## src/rtl/tzc_sampler.sv

```systemverilog
// tzc_sampler: drives an external converter through a soc/eoc handshake,
// reduces each sample to its trailing-zero (or trailing-zero-pair) count and
// publishes the result once per PERIOD-clock window.
//
// state | meaning
// ------+-----------------------------------------------------------
// IDLE  | waiting for window start (cnt==0) with no unpublished result
// REQ   | soc=1, waiting for the converter to drop eoc (busy)
// ACK   | soc=0, waiting for the converter to raise eoc (sample ready)
// LATCH | one cycle: capture f(x, mode) into res and set done
`default_nettype none

module tzc_sampler #(
  parameter  int W      = 8,
  parameter  int PERIOD = 20,
  localparam int CW     = $clog2(W + 1)
) (
  input  logic          clock,
  input  logic          reset_,
  input  logic [W-1:0]  x,
  input  logic          eoc,
  input  logic          mode,
  output logic          soc,
  output logic [CW-1:0] out,
  output logic          valid,
  output logic          miss
);

  localparam int CNTW = (PERIOD > 1) ? $clog2(PERIOD) : 1;

  localparam logic [1:0] ST_IDLE  = 2'd0;
  localparam logic [1:0] ST_REQ   = 2'd1;
  localparam logic [1:0] ST_ACK   = 2'd2;
  localparam logic [1:0] ST_LATCH = 2'd3;

  logic [CNTW-1:0] cnt_q, cnt_d;
  logic [1:0]      state_q, state_d;
  logic [CW-1:0]   res_q, res_d;
  logic            done_q, done_d;
  logic            soc_q, soc_d;
  logic [CW-1:0]   out_q, out_d;
  logic            valid_q, valid_d;
  logic            miss_q, miss_d;

  logic            win_start;
  logic            win_end;
  logic [CW-1:0]   tz;
  logic [CW-1:0]   f_val;

  assign win_start = (cnt_q == '0);
  assign win_end   = (cnt_q == CNTW'(PERIOD - 1));

  // Trailing-zero count: index of the lowest set bit, W when x is all zeros.
  always_comb begin
    tz = CW'(W);
    for (int i = W - 1; i >= 0; i--) begin
      if (x[i]) tz = CW'(i);
    end
    f_val = mode ? (tz >> 1) : tz;
  end

  // Free-running window counter, independent of the handshake.
  always_comb begin
    cnt_d = win_end ? '0 : cnt_q + CNTW'(1);
  end

  // Handshake FSM; soc is registered from the next state so it is high exactly while in REQ.
  always_comb begin
    state_d = state_q;
    case (state_q)
      ST_IDLE:  if (win_start && !done_q) state_d = ST_REQ;
      ST_REQ:   if (!eoc) state_d = ST_ACK;
      ST_ACK:   if (eoc) state_d = ST_LATCH;
      ST_LATCH: state_d = ST_IDLE;
      default:  state_d = ST_IDLE;
    endcase
    soc_d = (state_d == ST_REQ);
  end

  // Result capture and window-end publication; a result latched on the
  // window-end cycle itself is only visible to the following window end.
  always_comb begin
    res_d   = res_q;
    done_d  = done_q;
    out_d   = out_q;
    valid_d = 1'b0;
    miss_d  = 1'b0;
    if (win_end) begin
      if (done_q) begin
        out_d   = res_q;
        valid_d = 1'b1;
        done_d  = 1'b0;
      end else begin
        miss_d  = 1'b1;
      end
    end
    if (state_q == ST_LATCH) begin
      res_d  = f_val;
      done_d = 1'b1;
    end
  end

  // State registers with synchronous reset.
  always_ff @(posedge clock) begin
    if (reset_) begin
      cnt_q   <= '0;
      state_q <= ST_IDLE;
      res_q   <= '0;
      done_q  <= 1'b0;
      soc_q   <= 1'b0;
      out_q   <= '0;
      valid_q <= 1'b0;
      miss_q  <= 1'b0;
    end else begin
      cnt_q   <= cnt_d;
      state_q <= state_d;
      res_q   <= res_d;
      done_q  <= done_d;
      soc_q   <= soc_d;
      out_q   <= out_d;
      valid_q <= valid_d;
      miss_q  <= miss_d;
    end
  end

  assign soc   = soc_q;
  assign out   = out_q;
  assign valid = valid_q;
  assign miss  = miss_q;

endmodule

`default_nettype wire
```

## config.mk

```make
export PLATFORM = sky130hd
export DESIGN_NAME = tzc_sampler
export DESIGN_NICKNAME = d
export VERILOG_FILES = /design/src/rtl/tzc_sampler.sv
export SDC_FILE = /design/constraint.sdc
export NUM_CORES = 1
export LEC_CHECK = 0
export ABC_AREA = 1
export ABC_CLOCK_PERIOD_IN_PS = 1500
export BUFFER_PORTS_ARGS = -buffer_cell sky130_fd_sc_hd__buf_2
export CORE_UTILIZATION = 51
export CTS_CLUSTER_SIZE = 12
export DETAILED_ROUTE_END_ITERATION = 10
export MAX_ROUTING_LAYER = met4
export PLACE_DENSITY = 0.76
export SKIP_LAST_GASP = 1
export SLEW_MARGIN = 20
export SYNTH_ARGS = -nofsm -noshare
export SYNTH_HDL_FRONTEND = slang
export SYNTH_SLANG_ARGS = --single-unit
```

## constraint.sdc

```tcl
create_clock -name clock -period 1.5 [get_ports clock]
set_input_delay 0 -clock clock [delete_from_list [all_inputs] [get_ports clock]]
set_output_delay 0 -clock clock [all_outputs]
set_load 0.02 [all_outputs]
```

# --- Word-level counts from Yosys, hierarchy flattened ---
# Cells that the tools add are included.
# Widths: inputs -> output; s select.
word_totals:
  regBits: 19
  latch_bits: 0
  ramBits: 0
  rom_bits: 0
  input_bits: 12
  out_inout_bits: 7
  mem_count: 0
classes:
  n_addsub: 1
  mul: 0
  div_mod_pow: 0
  magnitude_cmp: 0
  n_eq_ne: 5
  shift: 0
  muxes: 17
  bitwise: 1
  reduce_logical: 8
op_table:
  columns: ["op", "n"]
  rows:
  - ["$mux 4", 9]
  - ["$pmux 2 s4", 1]
  - ["$mux 2", 3]
  - ["$add 5x1->5 const B", 1]
  - ["$eq 5x5->1 const B", 1]
  - ["$logic_not 5->1", 1]
  - ["$eq 2x1->1 const B", 2]
  - ["$eq 2x2->1 const B", 2]
  - ["$mux 1", 4]
  - ["$reduce_or 2->1", 2]
  - ["$logic_not 2->1", 1]
  - ["$reduce_and 2->1", 1]
  - ["$reduce_bool 2->1", 1]
  - ["$logic_and 1x1->1", 1]
  - ["$logic_not 1->1", 1]
  - ["$not 1->1", 1]

# --- Logic depth before layout (Yosys ltp) ---
# Gate-level depths: netlist of run 1.
depth:
  depth_word: 9
  depth_mapped: 9

# --- Least setup slack after synthesis of run 1 ---
# Ideal clock, no wire load.
synth_timing:
  path_type: "reg2reg"
  from: "register cnt_q[0]"
  to: "register out_q[0] (netlist: out[0])"
  setup_time_ns: 0.121
  arrival_ns: 0.961
  slack_ns: 0.418
  path_stages_with_launch: 5
  n_path_buf: 0
  synth_period_minus_slack_ns: 1.082
  cell_sequence: "dfxtp_1 ha_1 nand4_2 o21ai_0 a21oi_1"
synth_via:
  elab_chain_len: 2
synth_lines:
  columns: ["item", "line_no", "source"]
  rows:
  - ["start, declared", "36", "logic [CNTW-1:0] cnt_q, cnt_d;"]
  - ["start signal, assigned", "115", "cnt_q <= cnt_d;"]
  - ["$eq 5x5->1", "51", "assign win_end = (cnt_q == CNTW'(PERIOD - 1));"]
  - ["$reduce_and 2->1 (no line)", null, null]
  - ["end signal, assigned", "120", "out_q <= out_d;"]
  - ["end, declared", "41", "logic [CW-1:0] out_q, out_d;"]
# Every way passes these cells.
# A chain may end at the register's enable or synchronous reset.

# --- Worst setup path in the final report of run 1 ---
layout_timing:
  from: "register state_q[1]"
  to: "register res_q[0]"
layout_via:
  elab_chain_len: 1
layout_lines:
  columns: ["item", "line_no", "source"]
  rows:
  - ["start, declared", "37", "logic [1:0] state_q, state_d;"]
  - ["start signal, assigned", "116", "state_q <= state_d;"]
  - ["$eq 2x2->1", "97", "if (state_q == ST_LATCH) begin"]
  - ["end signal, assigned", "117", "res_q <= res_d;"]
  - ["end, declared", "38", "logic [CW-1:0] res_q, res_d;"]
# Every way passes these cells.

==> results of run 1 <==
-- flip-flops by register name, indices dropped and copies added (netlist names) --
signal / cells
cnt_q: 5
miss: 1
state_q: 2
done_q: 1
res_q: 4
valid: 1
soc: 1
out: 4
-- final cells by class --
type | instances | area, um^2
timing repair buffer | 21 | 120
fill | 139 | 509
sequential | 19 | 383
tap | 16 | 20.0
multi-input combinational | 74 | 378
clock buffer | 3 | 22.5
clock inverter | 1 | 5.00
inverter | 23 | 86.3
-- Yosys cell counts --
master    instances  area [um^2]
a21oi_1           7         35.0
a31oi_1           1         6.26
and2_2            1         7.51
buf_2             1         5.00
dfxtp_1          19          380
ha_1              2         25.0
inv_1            23         86.3
nand2_1          25         93.8
nand2_2           1         6.26
nand3_1           9         45.0
nand4_2           1         12.5
nor2_1           13         48.8
nor2_2            1         6.26
nor3_1            3         15.0
o211ai_1          2         15.0
o21ai_0           4         20.0
o22ai_1           1         6.26
o31ai_2           1         12.5
or2_4             1         8.76
xor2_1            1         8.76
-- cells in the final DEF, fill, tap and decap left out --
cell type / count
nor2_1: 13
nor3_1: 3
nand3_1: 9
inv_1: 23
o21ai_0: 4
ha_1: 2
nor2_2: 1
a21oi_1: 7
o31ai_2: 1
xor2_1: 1
dlygate4sd3_1: 3
and2_2: 1
clkinv_2: 1
or2_4: 1
o22ai_1: 1
dfxtp_1: 17
dfxtp_2: 2
o211ai_1: 2
a31oi_1: 1
nand2_1: 25
clkbuf_4: 3
nand4_2: 1
buf_2: 18
nand2_4: 1
-- metrics by stage --
step                util (%)  worst slack, ns  hold WS (ns)
floorplan                  -            0.418         0.177
global placement        62.3            0.357         0.291
detailed placement      62.3            0.273         0.292
CTS                     66.1           0.0480        0.0195
global route            66.6           0.0137        0.0502
finish                  66.6            0.134        0.0237
-- worst min-delay path: cells and delay by family --
kind            cells  cell delay (ns)
compound gates      1             0.06
buf+inv             1             0.09
simple gates        2             0.13
-- worst paths after layout --
kind	endpoint	slack, ns	cells past startpoint
worst min-delay path	res_q[1]$_SDFFE_PP0P_	0.02	4
worst min register to register	out[3]$_SDFFE_PP0P_	0.45	2
worst max-delay path	res_q[0]$_SDFFE_PP0P_	0.13	5
worst max register to register	res_q[0]$_SDFFE_PP0P_	0.13	5
-- layer usage --
layer | routed length (um) | GRT usage [%] | vias up
li1 | - | - | 412
met1 | 701 | 23.0 | 349
met2 | 749 | 33.6 | 13
met3 | 52 | 3.83 | 4
met4 | 27 | 8.13 | 0
met5 | 0 | - | -
-- cells by family (layout without fill, tap and decap cells) --
| logic type | count (synthesis) | after routing | share of synthesized area, % |
|---|---|---|---|
| compound gates | 16 | 16 | 11.3 |
| fa+ha+maj | 2 | 2 | 2.96 |
| xor+xnor | 1 | 1 | 1.04 |
| simple gates | 55 | 55 | 28.9 |
| buf+inv | 24 | 48 | 10.8 |
| flops | 19 | 19 | 45.0 |
-- timing repair --
action / CTS / global route
gates resized for setup: 0 / 3
hold buffers: 3 / 0
endpoints found under the hold margin: 7 / 0
endpoints found under the setup margin: 0 / 1
-- power groups by stage --
stage | sequential, mW | combinational [mW] | clock, mW
floorplan | 0.550 | 0.0781 | 0
global placement | 0.545 | 0.114 | 0
detailed placement | 0.546 | 0.116 | 0
CTS | 0.534 | 0.122 | 0.269
global route | 0.540 | 0.139 | 0.292
finish | 0.538 | 0.121 | 0.262
==> results.md, run 1 <==
* CP Launch Type: flip-flop
* Crit path buffers/inverters at 1
* Synth Register Bits at 19
* Comb power frac at 13.2%
* Slew at the pin closest to its max-slew limit at 0.219 ns
* Overflow after GRT at 0
* Area delta synth->final at 20.1%
* Detail Route Antenna Nets at 0
* Standard-cell rows at 14
* GPL Wtd Cong at 0.783
* DP HPWL at 1130 um
* CP top delay family: buffers and inverters
* Routed vias/inst at about 5.0
* Worst Hold Class: primary input to flip-flop
* Initial core utilization at 55.4%
* Final setup viols at 0
* Crit path cell chain: nand2_4, nor3_1, dlygate4sd3_1, nand2_1, a21oi_1
* Die W at between 40 and 50 um
* Post-Syn Instances at 117
* Skew-Pair Late Insertion Delay at 0.30 ns
* TritonCTS Buffers at 3
* NumNets Final at ~160
* Pint at 0.678 mW
* Slew HR at 85.4%
* Cell area after layout at 1010 um^2
* Register share of total power at approximately 58%
* Via count at about 800
* N_diodes at 0
* # placed instances at 150
* First-pass GRT wire length at 2730 um
* Peak supply drop at 602 uV
* Maxcap violations at 0
* H-tree depth at 1
* Tot Pwr at 0.921 mW
* Fraction of the yosys area taken by sequential cells at a little under half
* Clock power share at 28.5%
* Cell Pwr Density at around 910 nW/um^2
* Element type at the critical path end: flip-flop
* Layout cells sized above 1 at 21.3%
* Port Buffers at 18
* Crit Path Category: flip-flop to flip-flop
* CP arrival at 1.61 ns
* Initial antenna violation count at 0
* CP required at 1.75 ns
* Outcome: finished clean
* Postcts setup bufs at 0
* Core outline area at 1520 um^2
* Mean Syn Cell Area at 7.22 um^2
* Worst Path Max Fanout at 10
* Slowest-stage cell, CP: dlygate4sd3_1
* Clk sinks at 19
* Worst r2r src: state_q[1]$_SDFF_PP0_
* Mapped cell area at 845 um^2
* Pin count of the biggest net entering global routing at 12
* WL/cell at between 9 and 10 um
* GRT Total Usage at between 15 and 20%
* Residual DRC at 0
* Number of global-route vias before repair at between 700 and 800
* Unrepaired setup endpoints after global routing: no
* Tcrit/Tclk final at between 90% and 100%
* Warnings from Yosys at 0
* Final Non-Filler Cells at 157
* DR iter-0 viols at 11
* Die height at 42.7 um
* Yosys cell types at 20
* Clock-pin slew on the worst setup and hold paths at 0.11 ns
* Final setup TNS at 0 ns
* Die area at 1820 um^2
* Buffer levels on the longest clock path at 2
* Max stage delay on crit path at 0.56 ns
* Minimum clock period at 1.37 ns
* Syn_nets at between 100 and 150
* Slew Limit Fails at 0
* Leakage at 0.537 nW
* Ports at 19
* Fin Clk Skew at 0.00432 ns
* Sw frac at between 20% and 30%
* CTS tree: built
* NetSw at 0.243 mW
* Total Wirelength at 1530 um
* Post-Place Cell Area at 950 um^2
* Hold path startpoint: x[1]
* Fmax at 0.732 GHz
* Crit path launch: state_q[1]$_SDFF_PP0_
* Root Driver: clkbuf_4
* Final Hold Fails at 0
* Drt pass-1 iters at 4
Power figures use the tool's default switching activity.
==> run 2: changes to the inputs <==
--- a/config.mk
+++ b/config.mk
@@ -8,10 +8,10 @@
 export ABC_AREA = 1
 export ABC_CLOCK_PERIOD_IN_PS = 1500
 export BUFFER_PORTS_ARGS = -buffer_cell sky130_fd_sc_hd__buf_2
+export CORE_MARGIN = 2
 export CORE_UTILIZATION = 51
 export CTS_CLUSTER_SIZE = 12
 export DETAILED_ROUTE_END_ITERATION = 10
-export MAX_ROUTING_LAYER = met4
 export PLACE_DENSITY = 0.76
 export SKIP_LAST_GASP = 1
 export SLEW_MARGIN = 20
==> run 2 against run 1 <==
Compared with the run above: core utilization decreased by 1.1 points; clock power decreased by 2%; first-iteration DRC count increased by 55%; largest power group unchanged; highest routed layer unchanged.
==> results.md, run 2 (synthesis results as in run 1) <==
* Outcome: finished clean
* N_diodes at 0
* Max FFs per register at 5
* NumNets Final at approximately 160
* Core outline area at 1520 um^2
* Layout cells sized above 1 at about 20%
* Most common cell after layout, fill and taps aside: nand2_1
* Tot Pwr at 0.914 mW
* Crit path cell chain: ha_1, nand4_2, o21ai_0, a21oi_1
* Drt pass-1 iters at 4
* Fmax at approximately 0.8 GHz
* Residual DRC at 0
* Overflow after GRT at 0
* Detail Route Antenna Nets at 0
* Final Hold Fails at 0
* Via count at 759
* Clk sinks at 19
* Top reg by flops: cnt_q
* Port Buffers at 18
* Final setup TNS at 0 ns
* Minimum clock period at ~1.2 ns
* Buffer levels on the longest clock path at 2
* Skew-Pair Late Insertion Delay at 0.29 ns
* Fill cell count at 153
* Element type at the critical path end: flip-flop
* Max stage delay on crit path at 0.39 ns
* Worst Path Max Fanout at 9
* Final setup viols at 0
* Total Wirelength at about 1600 um
* Pin count of the biggest net entering global routing at 12
* TritonCTS Buffers at 3
* Routed vias/inst at 4.87
* Initial antenna violation count at 0
* Slowest-stage cell, CP: dfxtp_1
* Tcrit/Tclk final at 82.3%
* H-tree depth at 1
* Die W at 44.7 um
* Maxcap violations at 0
* Unrepaired setup endpoints after global routing: no
* Worst Hold Class: primary input to flip-flop
* Slew Limit Fails at 0
* Die height at ~45 um
* Slew at the pin closest to its max-slew limit at 0.254 ns
* Fin Clk Skew at 0.000784 ns
* Most frequent cells in the layout: nand2_1, inv_1, dfxtp_1
* Leakage at 0.518 nW
* WL/cell at 10.1 um
* Ports at 19
* GRT Total Usage at 18.0%
* Root Driver: clkbuf_4
* Crit Path Category: flip-flop to flip-flop
* Area delta synth->final at 18.1%
* CP arrival at approximately 1.4 ns
* Peak supply drop at 594 uV
* DR iter-0 viols at 17
* CP Launch Type: flip-flop
* Die area at 2000 um^2
* DP HPWL at 1190 um
* Number of global-route vias before repair at 684
* First-pass GRT wire length at 2600 um
* Slew HR at just over 80%
* Initial core utilization at 55.4%
* Standard-cell rows at 14
* GPL Wtd Cong at 0.793
* Worst slack at placement at 0.292 ns
* Setup ws final at 0.266 ns
* CTS tree: built
* Cell Pwr Density at slightly above 900 nW/um^2
* CP required at 1.69 ns
* Clock-pin slew on the worst setup and hold paths at 0.11 ns
## run 2: path summary, 6_finish.rpt
check                      start                     to  slack, ns  cells past startpoint
max          cnt_q[0]$_SDFF_PP0_    out[1]$_SDFFE_PP0P_       0.27                      4
min                         mode  res_q[0]$_SDFFE_PP0P_      0.005                      4
max reg2reg  cnt_q[0]$_SDFF_PP0_    out[1]$_SDFFE_PP0P_       0.27                      4
min reg2reg  out[3]$_SDFFE_PP0P_    out[3]$_SDFFE_PP0P_       0.45                      2
## run 2: power by group
part / internal (mW) / switching [mW] / leakage [nW]
registers: 0.523 / 0.0117 / 0.154
logic: 0.0541 / 0.0672 / 0.346
clock network: 0.0992 / 0.159 / 0.0177
total: 0.676 / 0.238 / 0.518
## run 2: final cells by class
cell class | count | area [um^2] | area share [%]
inverter | 23 | 86.3 | 8.66
tap | 16 | 20.0 | 2.01
clock buffer | 3 | 22.5 | 2.26
multi-input combinational | 74 | 373 | 37.4
timing repair buffer | 20 | 110 | 11.0
clock inverter | 1 | 5.00 | 0.502
sequential | 19 | 380 | 38.1
## run 2: stage by stage
| step | area [um^2] | utilization [%] | hold slack, ns | cells |
|---|---|---|---|---|
| finish | 997 | 65.4 | 0.00453 | 156 |
| global route | 997 | 65.4 | 0.00972 | 156 |
| CTS | 997 | 65.4 | 0.000344 | 156 |
| detailed placement | 950 | 62.3 | 0.297 | 150 |
| global placement | 950 | 62.3 | 0.291 | 150 |
| floorplan | 845 | - | 0.177 | 117 |
## run 2: worst max-delay path, delay by kind of cell (launching register included)
kind / cells / cell delay [ns]
adders and majority gates: 1 / 0.24
DFF: 1 / 0.39
AOI/OAI and AO/OA: 2 / 0.28
and+or+nand+nor: 1 / 0.22
## run 2: repair_timing
item                      4_1_cts  5_1_grt
gates resized for setup         0        0
hold endpoints to repair        7        0
hold buffers                    2        0
buffers inserted                0        0
## run 2: layer usage
layer / vias to the layer above / wire length [um] / track usage, %
met3: 2 / 56 / 3.60
li1: 411 / - / -
met2: 17 / 756 / 31.0
met5: - / 0 / 0
met4: 0 / 12 / 8.48
met1: 329 / 752 / 21.4
